**src/rtl/urcpu_pkg.sv**
```systemverilog
// rtl/urcpu_pkg.sv - shared widths and writeback entry layout
package urcpu_pkg;

  localparam int WORD_W    = 20;
  localparam int REG_IDX_W = 4;

  typedef struct packed {
    logic [WORD_W-1:0]    data;
    logic                 zero;
    logic [REG_IDX_W-1:0] dest;
    logic                 setf;
  } wb_entry_t;

endpackage

```
**src/rtl/wb_fifo.sv**
```systemverilog
// rtl/wb_fifo.sv - generic DEPTH-entry FIFO with occupancy count
module wb_fifo #(
  parameter int DEPTH = 2,
  parameter int W     = 8
) (
  input  logic                     clk,
  input  logic                     rst_n,
  input  logic                     push,
  input  logic [W-1:0]             push_data,
  input  logic                     pop,
  output logic [W-1:0]             head,
  output logic [$clog2(DEPTH):0]   count
);

  localparam int PW = $clog2(DEPTH);
  localparam int CW = PW + 1;

  logic [W-1:0]  mem [DEPTH];
  logic [PW-1:0] wr_ptr;
  logic [PW-1:0] rd_ptr;
  logic [CW-1:0] cnt;
  logic          full;
  logic          empty;
  logic          do_push;
  logic          do_pop;

  assign full    = (cnt == CW'(DEPTH));
  assign empty   = (cnt == '0);
  assign do_push = push && !full;
  assign do_pop  = pop && !empty;
  assign head    = mem[rd_ptr];
  assign count   = cnt;

  function automatic logic [PW-1:0] ptr_next(input logic [PW-1:0] p);
    return (p == PW'(DEPTH - 1)) ? '0 : p + PW'(1);
  endfunction

  // Storage is cleared too so the head word reads zero out of reset.
  always_ff @(posedge clk or negedge rst_n) begin
    if (!rst_n) begin
      for (int i = 0; i < DEPTH; i++) mem[i] <= '0;
      wr_ptr <= '0;
      rd_ptr <= '0;
      cnt    <= '0;
    end else begin
      if (do_push) begin
        mem[wr_ptr] <= push_data;
        wr_ptr      <= ptr_next(wr_ptr);
      end
      if (do_pop) rd_ptr <= ptr_next(rd_ptr);
      case ({do_push, do_pop})
        2'b10:   cnt <= cnt + CW'(1);
        2'b01:   cnt <= cnt - CW'(1);
        default: cnt <= cnt;
      endcase
    end
  end

endmodule

```
**src/rtl/logic_writeback_stage.sv**
```systemverilog
// rtl/logic_writeback_stage.sv - logic-unit result buffer with Z flag and zero-consistency error
module logic_writeback_stage
  import urcpu_pkg::*;
#(
  parameter int WIDTH  = WORD_W,
  parameter int DEST_W = REG_IDX_W,
  parameter int DEPTH  = 2
) (
  input  logic              clk,
  input  logic              rst_n,
  input  logic              in_valid,
  output logic              in_ready,
  input  logic [WIDTH-1:0]  in_c,
  input  logic              in_zero,
  input  logic [DEST_W-1:0] in_dest,
  input  logic              in_setf,
  output logic              wb_valid,
  input  logic              wb_ready,
  output logic [WIDTH-1:0]  wb_data,
  output logic [DEST_W-1:0] wb_dest,
  output logic              flag_z,
  output logic              err_zero,
  input  logic              err_clr
);

  localparam int CW = $clog2(DEPTH) + 1;

  wb_entry_t     in_entry;
  wb_entry_t     head;
  logic [CW-1:0] count;
  logic          push;
  logic          pop;
  logic          zero_bad;

  assign in_entry = '{data: in_c, zero: in_zero, dest: in_dest, setf: in_setf};

  // Ready looks only at the registered count: no same-cycle pass-through when full.
  assign in_ready = (count < CW'(DEPTH));
  assign wb_valid = (count != '0);
  assign push     = in_valid && in_ready;
  assign pop      = wb_valid && wb_ready;
  assign zero_bad = (in_zero != (in_c == '0));
  assign wb_data  = head.data;
  assign wb_dest  = head.dest;

  wb_fifo #(
    .DEPTH (DEPTH),
    .W     ($bits(wb_entry_t))
  ) u_fifo (
    .clk       (clk),
    .rst_n     (rst_n),
    .push      (push),
    .push_data (in_entry),
    .pop       (pop),
    .head      (head),
    .count     (count)
  );

  // Z follows the stored zero bit of retiring setf entries, even if that bit was wrong.
  always_ff @(posedge clk or negedge rst_n) begin
    if (!rst_n) begin
      flag_z   <= 1'b0;
      err_zero <= 1'b0;
    end else begin
      if (pop && head.setf) flag_z <= head.zero;
      if (push && zero_bad) err_zero <= 1'b1;
      else if (err_clr)     err_zero <= 1'b0;
    end
  end

endmodule

```
**config.mk**
```make
export PLATFORM = sky130hd
export DESIGN_NAME = logic_writeback_stage
export DESIGN_NICKNAME = d
export VERILOG_FILES = /design/src/rtl/urcpu_pkg.sv /design/src/rtl/wb_fifo.sv /design/src/rtl/logic_writeback_stage.sv
export SDC_FILE = /design/constraint.sdc
export NUM_CORES = 1
export LEC_CHECK = 0
export BUFFER_PORTS_ARGS = -buffer_cell sky130_fd_sc_hd__buf_2
export CORE_ASPECT_RATIO = 1.2
export CORE_MARGIN = 2
export CORE_UTILIZATION = 58
export DETAILED_ROUTE_END_ITERATION = 7
export GPL_ROUTABILITY_DRIVEN = 0
export HOLD_SLACK_MARGIN = 0.08
export PLACE_DENSITY = 0.92
export SETUP_SLACK_MARGIN = 0.4
export SYNTH_ARGS = -nofsm -noshare
export SYNTH_HDL_FRONTEND = slang
export SYNTH_SLANG_ARGS = --single-unit
```
**constraint.sdc**
```tcl
create_clock -name clk -period 3.47 [get_ports clk]
set_input_delay 0.5205 -clock clk [delete_from_list [all_inputs] [get_ports clk]]
set_output_delay 0.5205 -clock clk [all_outputs]
set_load 0.01 [all_outputs]
```
# Yosys cells after proc, flatten, opt, wreduce, memory -nomap -nowiden
# Cells that the tools add are included.
[word_totals]
reg_bits = 58
input_bits = 31
wordCells = 46
[classes]
add_sub_neg = 4
order_cmp = 4
n_eq_ne = 4
muxes = 11
bitwise = 2
n_reduce_logical = 14
[op_table]
columns = ["op", "count"]
rows = [
  ["2-to-1 mux 26 bit", 4],
  ["bitwise mux 52 bit", 1],
  ["demux 26 bit (select 1 bit)", 1],
  ["zero test 20 bit", 1],
  ["logical AND 1 bit", 7],
  ["nonzero test 2 bit", 3],
  ["== test 2 bit (second input constant)", 2],
  [">= comparator 2 bit (second input constant)", 2],
  ["2-to-1 mux 1 bit", 4],
  ["inverter 1 -> 2 bit", 2],
  ["case mux 2 bit (2 select lines)", 1],
  ["adder 1 bit (second input constant)", 2],
  ["adder 2 x 1 -> 2 bit (second input constant)", 1],
  ["== test 2 x 1 -> 1 bit (second input constant)", 1],
  ["zero test 1 bit", 2],
  ["zero test 2 bit", 1],
  ["< comparator 2 x 1 -> 1 bit (second input constant)", 1],
  ["< comparator 2 bit (second input constant)", 1],
  ["subtractor 2 x 1 -> 2 bit (second input constant)", 1],
  ["!= test 1 bit", 1],
]

# Logic depth before layout (Yosys ltp)
# Gate-level depths: netlist of run 1.
[logic_depth]
depth_word = 6
ltp_mapped = 7
ltp_nobuf = 7

# Modules after synthesis
# From an unflattened synthesis of run 1, not the netlist that was laid out.
[unflattened]
cells_unflattened = 175
area_unflattened_um2 = 2840.2
[modules_own_cells]
columns = ["mod", "instances", "cells_each", "area_each_um2", "seq_area_each_um2"]
rows = [
  ["wb_fifo", 1, 155, 2652.5, 1401.3],
  ["logic_writeback_stage", 1, 20, 187.7, 50.0],
]

# Least setup slack after synthesis of run 1
# No wires, ideal clock.
[synth_path]
path_type = "flip-flop to output port"
from = "register u_fifo.rd_ptr"
to = "output wb_data[12]"
t_arrival_ns = 1.196
required_ns = 2.949
path_slack_ns = 1.754
path_stages_with_launch = 5
path_buffers = 3
path_cell_list = "dfrtp_1 > buf_2 > buf_2 > mux2_2 > buf_4"
[synth_rtl]
columns = ["element", "line", "rtl"]
rows = [
  ["start, declared", "wb_fifo.sv:20", "logic [PW-1:0] rd_ptr;"],
  ["start signal, assigned", "wb_fifo.sv:50", "if (do_pop) rd_ptr <= ptr_next(rd_ptr);"],
  ["end, declared", "logic_writeback_stage.sv:19", "output logic [WIDTH-1:0] wb_data,"],
]

# Worst setup path in the final report of run 1
[layout_path]
from = "register u_fifo.rd_ptr"
to = "output wb_dest[3]"
[layout_via]
elab_chain_cells = 4
[layout_rtl]
columns = ["element", "line", "rtl"]
rows = [
  ["inverter 1 -> 2 bit (implied by the code)", "wb_fifo.sv:31", "assign head = mem[rd_ptr];"],
  ["2-to-1 mux 26 bit (implied by the code) (3 in series)", "wb_fifo.sv:31", ""],
  ["end, declared", "logic_writeback_stage.sv:20", "output logic [DEST_W-1:0] wb_dest,"],
]
# Every way passes these cells. The select of a mux whose other input is x is not followed.

==> summary.txt, run 1 <==
Floorplanning
  – Initial Utilization: 0.600
  – Row count: 27
  – Die Area: 5330 um^2
  – Die Span Y: 79.6 um
  – Core area: 4590 um^2
  – X dimension of the die: 67.0 um
  – # IOs: 59

CTS
  – Number of clock buffers inserted by TritonCTS: 9
  – Setup Fix Bufs, Post-CTS: 0
  – Hold bufs inserted after CTS: 0
  – Root buf cell: clkbuf_8
  – CTS tree: done
  – Post-cts sizing count: 0
  – Worst-skew pair later-pin latency: 320 ps
  – # H-tree levels: 3
  – Clock transition at path regs: 60 ps
  – TritonCTS Sinks: 58
  – Max clock buf depth: 2

STA
  – Final setup fails: 0
  – Final slew viol count: 0
  – Final worst path period need: 2510 ps
  – Max Clk Rate: 0.398 GHz
  – Worst Skew: 2.48 ps
  – RSZ-0062 raised after global routing: no
  – Slew headroom: 0.429
  – Setup_tns: 0 ps
  – Final Hold Viols: 0
  – Crit share post-route: 0.724
  – Final worst setup slack: 958 ps
  – Tightest Pin Transition: 857 ps

Min path
  – Min-Delay Path Class: in2async

Critical path
  – Critical Path RT: 2950 ps
  – Critical path peak fanout: 17
  – Crit Path Category: reg2out
  – Critical path depth: 3
  – Worst-case reg-to-reg path depth: 4
  – Top Family by Delay on Critical Path: flip-flops
  – CP Data Arrival Time: 1990 ps
  – Worst path bufs/invs: 2
  – Crit. End Element: output port
  – Startpoint types: flip-flop
  – CP cell instances: buf_4, mux2_2, buf_2
  – Critical path's largest stage delay: 820 ps
  – CP max stage cell: dfrtp_1

Synthesis
  – Synthesized area: 2760 um^2
  – Yosys reg bits: 58
  – Async SR Flop Fraction: 1.00
  – Mapped Cells: 197
  – Syn avg cell area: 14.0 um^2
  – Cell variety after synth: 22
  – Yosys top cell area share: 0.526
  – Synth Warn #: 0
  – Post-Syn Nets: 229
  – Sequential element share of the synthesized area: 0.526
  – EDFF count, synth: 0
  – Top cells by count, synth: 76 x mux2_2, 58 x dfrtp_1, 26 x buf_4
  – Most numerous cell in the Yosys netlist: mux2_2
  – Synth area leader: dfrtp_1
  – Most used DFF post-synth: dfrtp_1
  – Top cells by area, synth: dfrtp_1 53%, mux2_2 31%, buf_4 7.1%, nor4_2 1.4%, xnor2_1 1.3%

Detailed routing
  – Detailed Route WL: 4.96 mm
  – Remaining DRCs: 0
  – Post-DRT Antenna Nets: 0
  – DR pass1 iterations: 4
  – Initial drt markers: 48
  – Routed via count: 1,612
  – Vias/cell: 5.39
  – Post-DR wirelength/cell: 16.6 um

Job
  – # Max-Cap Violations: 0

Placed design
  – DP Worst Slack: 1310 ps
  – DP Cell Count: 285
  – Port Buf Inserts: 58
  – Detailed Place HPWL: 3.58 mm

Run status
  – Outcome: finished clean

Global route
  – First-pass GRT wire length: 8.07 mm
  – Initial antenna violation count: 0
  – All-layer global routing usage: 0.212
  – Total congestion overflow: 0
  – Pin count of the biggest net entering global routing: 41
  – Vias in the first global route: 1,624

Final layout
  – Fill cells: 367
  – Fin cells: 299
  – Layout cells sized above 1: 0.635
  – Layout net count: 270
  – Area growth syn-to-layout: 11.5%
  – Antenna diodes: 0

Power
  – VDD IR max: 0.533 mV
  – Power Dens Cells: 978 nW/um^2
  – LEAKAGE: 1.40 nW
[routing by layer]
metal	share of wire	routed length [um]	track usage	vias up
met1	0.42	2080	0.271	819
li1	-	-	-	748
met3	0.040	196	0.0480	6
met2	0.52	2600	0.344	39
met5	0	0	0	-
met4	0.017	82	0.0918	0
[layout make-up]
| type | instances | area [um^2] | share of cell area |
|---|---|---|---|
| Sequential cell | 58 | 1450 | 0.472 |
| Clock buffer | 14 | 153 | 0.0496 |
| Inverter | 3 | 11.3 | 0.00366 |
| Multi-Input combinational cell | 105 | 1080 | 0.350 |
| Tap cell | 58 | 72.6 | 0.0236 |
| Timing Repair Buffer | 61 | 313 | 0.102 |
[worst reg2reg max path: cells and delay by family (launching register included)]
kind                   cells  cell delay (ps)
buffers and inverters      1              130
DFF                        1              400
muxes                      1              430
and+or+nand+nor            2              810
[flip-flops by register name, indices dropped and copies added (netlist names)]
name,flops
err_zero,1
u_fifo.rd_ptr,1
u_fifo.mem,52
flag_z,1
u_fifo.count,2
u_fifo.wr_ptr,1
[stage by stage]
step | utilization | power (mW) | hold WS (ps) | cell area (um^2)
global placement | 0.636 | 2.46 | 481 | 2920
detailed placement | 0.636 | 2.53 | 487 | 2920
global route | 0.670 | 3.22 | 379 | 3080
finish | 0.670 | 3.01 | 311 | 3080
CTS | 0.670 | 3.04 | 337 | 3080
floorplan | - | 2.39 | 225 | 2760
[power breakdown]
| part | internal, mW | switching (mW) | leakage [nW] |
|---|---|---|---|
| Clock | 0.272 | 0.227 | 0.0766 |
| Combinational | 0.740 | 0.526 | 0.635 |
| Sequential | 1.03 | 0.219 | 0.687 |
[worst paths after layout]
check / from / to / slack [ps]
setup / recovery: u_fifo.rd_ptr / wb_dest[3] / 960
hold / removal: rst_n / u_fifo.count[1] / 310
setup reg to reg: u_fifo.count[1] / u_fifo.mem[50] / 1590
hold reg to reg: u_fifo.mem[11] / u_fifo.mem[11] / 500
max in group asynchronous: rst_n / u_fifo.mem[13] / 2400
min in group clk: in_dest[0] / u_fifo.mem[1] / 450
[layout by cell type (no fill, tap or decap)]
cell type,synthesis,routed
xor2_1,1,1
nor4_2,3,3
dfrtp_1,58,58
nor2_1,1,1
clkbuf_1,0,4
ha_1,1,1
buf_4,26,3
nor2_4,1,1
or4_1,1,1
nand2_1,4,4
mux2i_1,2,2
o31ai_1,1,1
inv_1,3,3
o21ai_0,1,1
mux2_2,76,76
a21oi_1,1,1
buf_2,5,58
xnor2_1,4,4
nand3_1,1,1
nor4_1,3,3
nor2b_2,1,1
or2_2,1,1
clkbuf_8,0,10
nor2b_1,2,2
[logic make-up (layout without fill, tap and decap cells)]
| logic type | after synthesis | after routing | share of synthesized area |
|---|---|---|---|
| AOI/OAI and AO/OA | 3 | 3 | 0.00635 |
| adders and majority gates | 1 | 1 | 0.00453 |
| xor gates and xnor gates | 5 | 5 | 0.0159 |
| muxes | 78 | 78 | 0.317 |
| buffers and inverters | 34 | 78 | 0.0839 |
| and+or+nand+nor | 18 | 18 | 0.0458 |
| DFF | 58 | 58 | 0.526 |
No activity file was read; power rests on OpenSTA's default activity.
==> run 2, diff against run 1 <==
--- a/config.mk
+++ b/config.mk
@@ -5,14 +5,15 @@
 export SDC_FILE = /design/constraint.sdc
 export NUM_CORES = 1
 export LEC_CHECK = 0
+export ABC_AREA = 1
 export BUFFER_PORTS_ARGS = -buffer_cell sky130_fd_sc_hd__buf_2
 export CORE_ASPECT_RATIO = 1.2
 export CORE_MARGIN = 2
-export CORE_UTILIZATION = 58
+export CORE_UTILIZATION = 49
 export DETAILED_ROUTE_END_ITERATION = 7
 export GPL_ROUTABILITY_DRIVEN = 0
 export HOLD_SLACK_MARGIN = 0.08
-export PLACE_DENSITY = 0.92
+export PLACE_DENSITY = 0.83
 export SETUP_SLACK_MARGIN = 0.4
 export SYNTH_ARGS = -nofsm -noshare
 export SYNTH_HDL_FRONTEND = slang
==> constraint.sdc (replaced) <==
create_clock -name clk -period 2.2 [get_ports clk]
set_input_delay 0.33 -clock clk [delete_from_list [all_inputs] [get_ports clk]]
set_output_delay 0.33 -clock clk [all_outputs]
set_load 0.01 [all_outputs]
==> summary.txt, run 2 <==
Critical path
  – Startpoint types: flip-flop
  – Critical Path RT: 1870 ps (-1080 ps)
  – CP Data Arrival Time: 1320 ps (-670 ps)
  – Crit Path Category: reg2out
  – Crit. End Element: output port
  – Worst-case reg-to-reg path depth: 5 (+1)
  – CP max stage cell: dfrtp_1
  – Reg-to-reg startpoint: u_fifo.count[0]
  – Reg2reg end: u_fifo.count[1]
  – Worst path bufs/invs: 2 (unchanged)
  – Top Family by Delay on Critical Path: flip-flops
  – Critical path's largest stage delay: 410 ps (-410 ps)
  – CP cell instances: inv_4, nand2_1, nand2_1, buf_2
  – Top cell by count, worst path: nand2_1
  – Critical path peak fanout: 25 (+8)
  – R2R setup slack: 710 ps (-880 ps)

CTS
  – Clock transition at path regs: 60 ps (about the same)
  – TritonCTS Sinks: 58 (unchanged)
  – # H-tree levels: 3 (unchanged)
  – Max clock buf depth: 2 (unchanged)
  – Root buf cell: clkbuf_8
  – Worst-skew pair later-pin latency: 330 ps (about the same)
  – Setup Fix Bufs, Post-CTS: 0 (unchanged)
  – Number of clock buffers inserted by TritonCTS: 9 (unchanged)
  – CTS tree: done

Floorplanning
  – Die Span Y: 88.1 um (+11%)
  – X dimension of the die: 74.1 um (+11%)
  – Initial Utilization: 0.510 (-0.0908)
  – Row count: 30 (+11%)
  – # IOs: 59 (unchanged)
  – Core area: 5670 um^2 (+23%)
  – Die Area: 6530 um^2 (+23%)

Synthesis
  – EDFF count, synth: 0 (unchanged)
  – Synthesized area: 2890 um^2 (+4.7%)
  – Synth Area in Simple Gates: 0.207 (+0.161)
  – Sequential element share of the synthesized area: 0.502 (-0.0237)
  – Yosys reg bits: 58 (unchanged)
  – Largest family of logic cells by synthesized area: simple AND/OR/NAND/NOR gates
  – Post-synthesis xor/xnor area fraction: 0.00909 (-0.00678)
  – Mapped Cells: 346 (+76%)
  – Cell variety after synth: 23 (+4.5%)
  – Top cells by count, synth: 139 x nand2_1, 58 x dfrtp_1, 28 x inv_1
  – Adder-cell share of the synthesized area: 0.00433 (-0.000204)
  – Top cells by area, synth: dfrtp_1 50%, nand2_1 18%, o21ai_2 7.9%, buf_4 6.2%, o21ai_0 4.7%
  – Synth Area in Compound Gates: 0.134 (+0.127)
  – Mux contribution to synthesized area: 0.00346 (-0.314)
  – Post-Syn Nets: 378 (+65%)
  – Most used DFF post-synth: dfrtp_1
  – Synth area leader: dfrtp_1
  – Syn avg cell area: 8.35 um^2 (-40%)
  – Async SR Flop Fraction: 1.00 (unchanged)
  – Yosys top cell area share: 0.502 (-0.0237)
  – Synth Warn #: 0 (unchanged)
  – Most numerous cell in the Yosys netlist: nand2_1

Final layout
  – Layout cells sized above 1: 0.280 (-0.355)
  – Top reg by flops: u_fifo.mem
  – Area growth syn-to-layout: 12.5%
  – Antenna diodes: 0 (unchanged)
  – Commonest cells after routing, fill and taps aside: 139 x nand2_1, 58 x dfrtp_1, 58 x buf_2
  – Layout net count: 413 (+53%)
  – Max reg flops: 52 (unchanged)
  – Leading cell type in the layout, fill and taps excluded: nand2_1

STA
  – Setup_tns: 0 ps (unchanged)
  – Final Hold Viols: 0 (unchanged)
  – Final slew viol count: 0 (unchanged)
  – Tightest Pin Transition: 707 ps (-150 ps)
  – Crit share post-route: 0.750
  – Final worst path period need: 1650 ps
  – Final setup fails: 0 (unchanged)
  – WHS: 221 ps (-89.8 ps)
  – RSZ-0062 raised after global routing: no
  – Max Clk Rate: 0.606 GHz
  – Slew headroom: 0.529 (+0.100)
  – Worst Skew: 4.31 ps (+1.83 ps)

Power
  – VDD IR max: 0.542 mV (+1.7%)
  – Internal: 2.83 mW (+39%)
  – Total power: 4.69 mW (+56%)
  – Power Dens Cells: 1440 nW/um^2 (+48%)
  – Sequential power share: 0.390 (-0.024)
  – Net switching fraction of the power: 0.396 (+0.0733)
  – Combinational power share: 0.420 (about the same)
  – Clock power share: 0.191 (+0.025)
  – Net Switching: 1.86 mW (+91%)
  – LEAKAGE: 1.80 nW (+29%)

Min path
  – Hold path cells: 4
  – Min-Delay Endpoint: err_zero
  – Min-Delay Path Class: in2reg
  – Min-delay src: err_clr

Global route
  – Total congestion overflow: 0 (unchanged)
  – Initial antenna violation count: 0 (unchanged)
  – Vias in the first global route: 2,224 (+37%)
  – Pin count of the biggest net entering global routing: 54 (+32%)
  – First-pass GRT wire length: 9.83 mm (+22%)
  – All-layer global routing usage: 0.202 (-0.00976)

Detailed routing
  – Initial drt markers: 205 (+330%)
  – DR pass1 iterations: 4 (unchanged)
  – Routed via count: 2,225 (+38%)
  – Post-DRT Antenna Nets: 0 (unchanged)
  – Detailed Route WL: 5.91 mm (+19%)
  – Remaining DRCs: 0 (unchanged)
  – Post-DR wirelength/cell: 12.7 um (-24%)
  – Vias/cell: 4.77 (-11%)

Run status
  – Outcome: finished clean

Placed design
  – Detailed Place HPWL: 3.96 mm (+11%)
  – Port Buf Inserts: 58 (unchanged)

Job
  – # Max-Cap Violations: 0 (unchanged)
[run 2: changes by cell type in the layout (fill, tap and decap cells not counted), sizes merged, moves of 6 or more]
cell	previous run	this run
o21ai	1	53
nor2	2	11
nor4	6	0
inv	3	30
mux2	76	0
nand2	4	140
[run 2: worst min-delay path: cells and delay by family]
| kind | cells | cell delay [ps] |
|---|---|---|
| buf+inv | 2 | 100 |
| simple gates | 2 | 80 |
[run 2: cells by family (layout without fill, tap and decap cells)]
logic type      count (synthesis)  count (layout)
simple gates                  156             156
buf+inv                        70             110
flops                          58              58
compound gates                 57              57
xor+xnor                        3               3
fa+ha+maj                       1               1
mux                             1               1
[run 2: timing repair]
action	in CTS	in global routing
endpoints found under the hold margin	30	0
hold buffers	1	0
gates resized for setup	0	3
setup endpoints to repair	0	19
[run 2: how the worst max path moves through the flow]
stage | from | endpoint | cells past startpoint
final | u_fifo.rd_ptr | wb_dest[0] | 4
after global placement | u_fifo.count[0] | u_fifo.count[1] | 5
after global routing | u_fifo.rd_ptr | wb_data[16] | 4
after floorplan | u_fifo.rd_ptr | wb_data[0] | 6
after detailed placement | u_fifo.count[0] | u_fifo.count[1] | 5
after CTS | u_fifo.rd_ptr | wb_data[16] | 4
[run 2: per-stage QoR]
stage               instances  area (um^2)  setup slack (ps)   util
global placement          449         3050               751  0.538
finish                    466         3250               550  0.573
floorplan                 346         2890               777      -
detailed placement        449         3050               722  0.538
global route              466         3250               468  0.573
CTS                       466         3240               417  0.572
[run 2: layout make-up]
cell class	count	area [um^2]
multi-input cells	218	1030
clock inverters	2	10.0
fillers	518	2420
inverters	30	115
flip-flops and latches	58	1450
well taps	80	100
clock buffers	14	173
repair buffers	64	367
[run 2: power by group through the flow]
stage	registers, mW	logic (mW)	clock network [mW]
floorplan	1.78	1.77	0
global placement	1.81	1.90	0
detailed placement	1.83	1.97	0
CTS	1.82	1.98	0.910
global route	1.89	2.21	0.965
finish	1.83	1.97	0.894
[run 2: per-layer routing]
metal / global-route usage / vias up / share of wire
met5: 0 / - / 0
met4: 0.0959 / 0 / 0.025
met2: 0.341 / 54 / 0.51
li1: - / 1118 / -
met3: 0.0518 / 14 / 0.039
met1: 0.239 / 1039 / 0.42
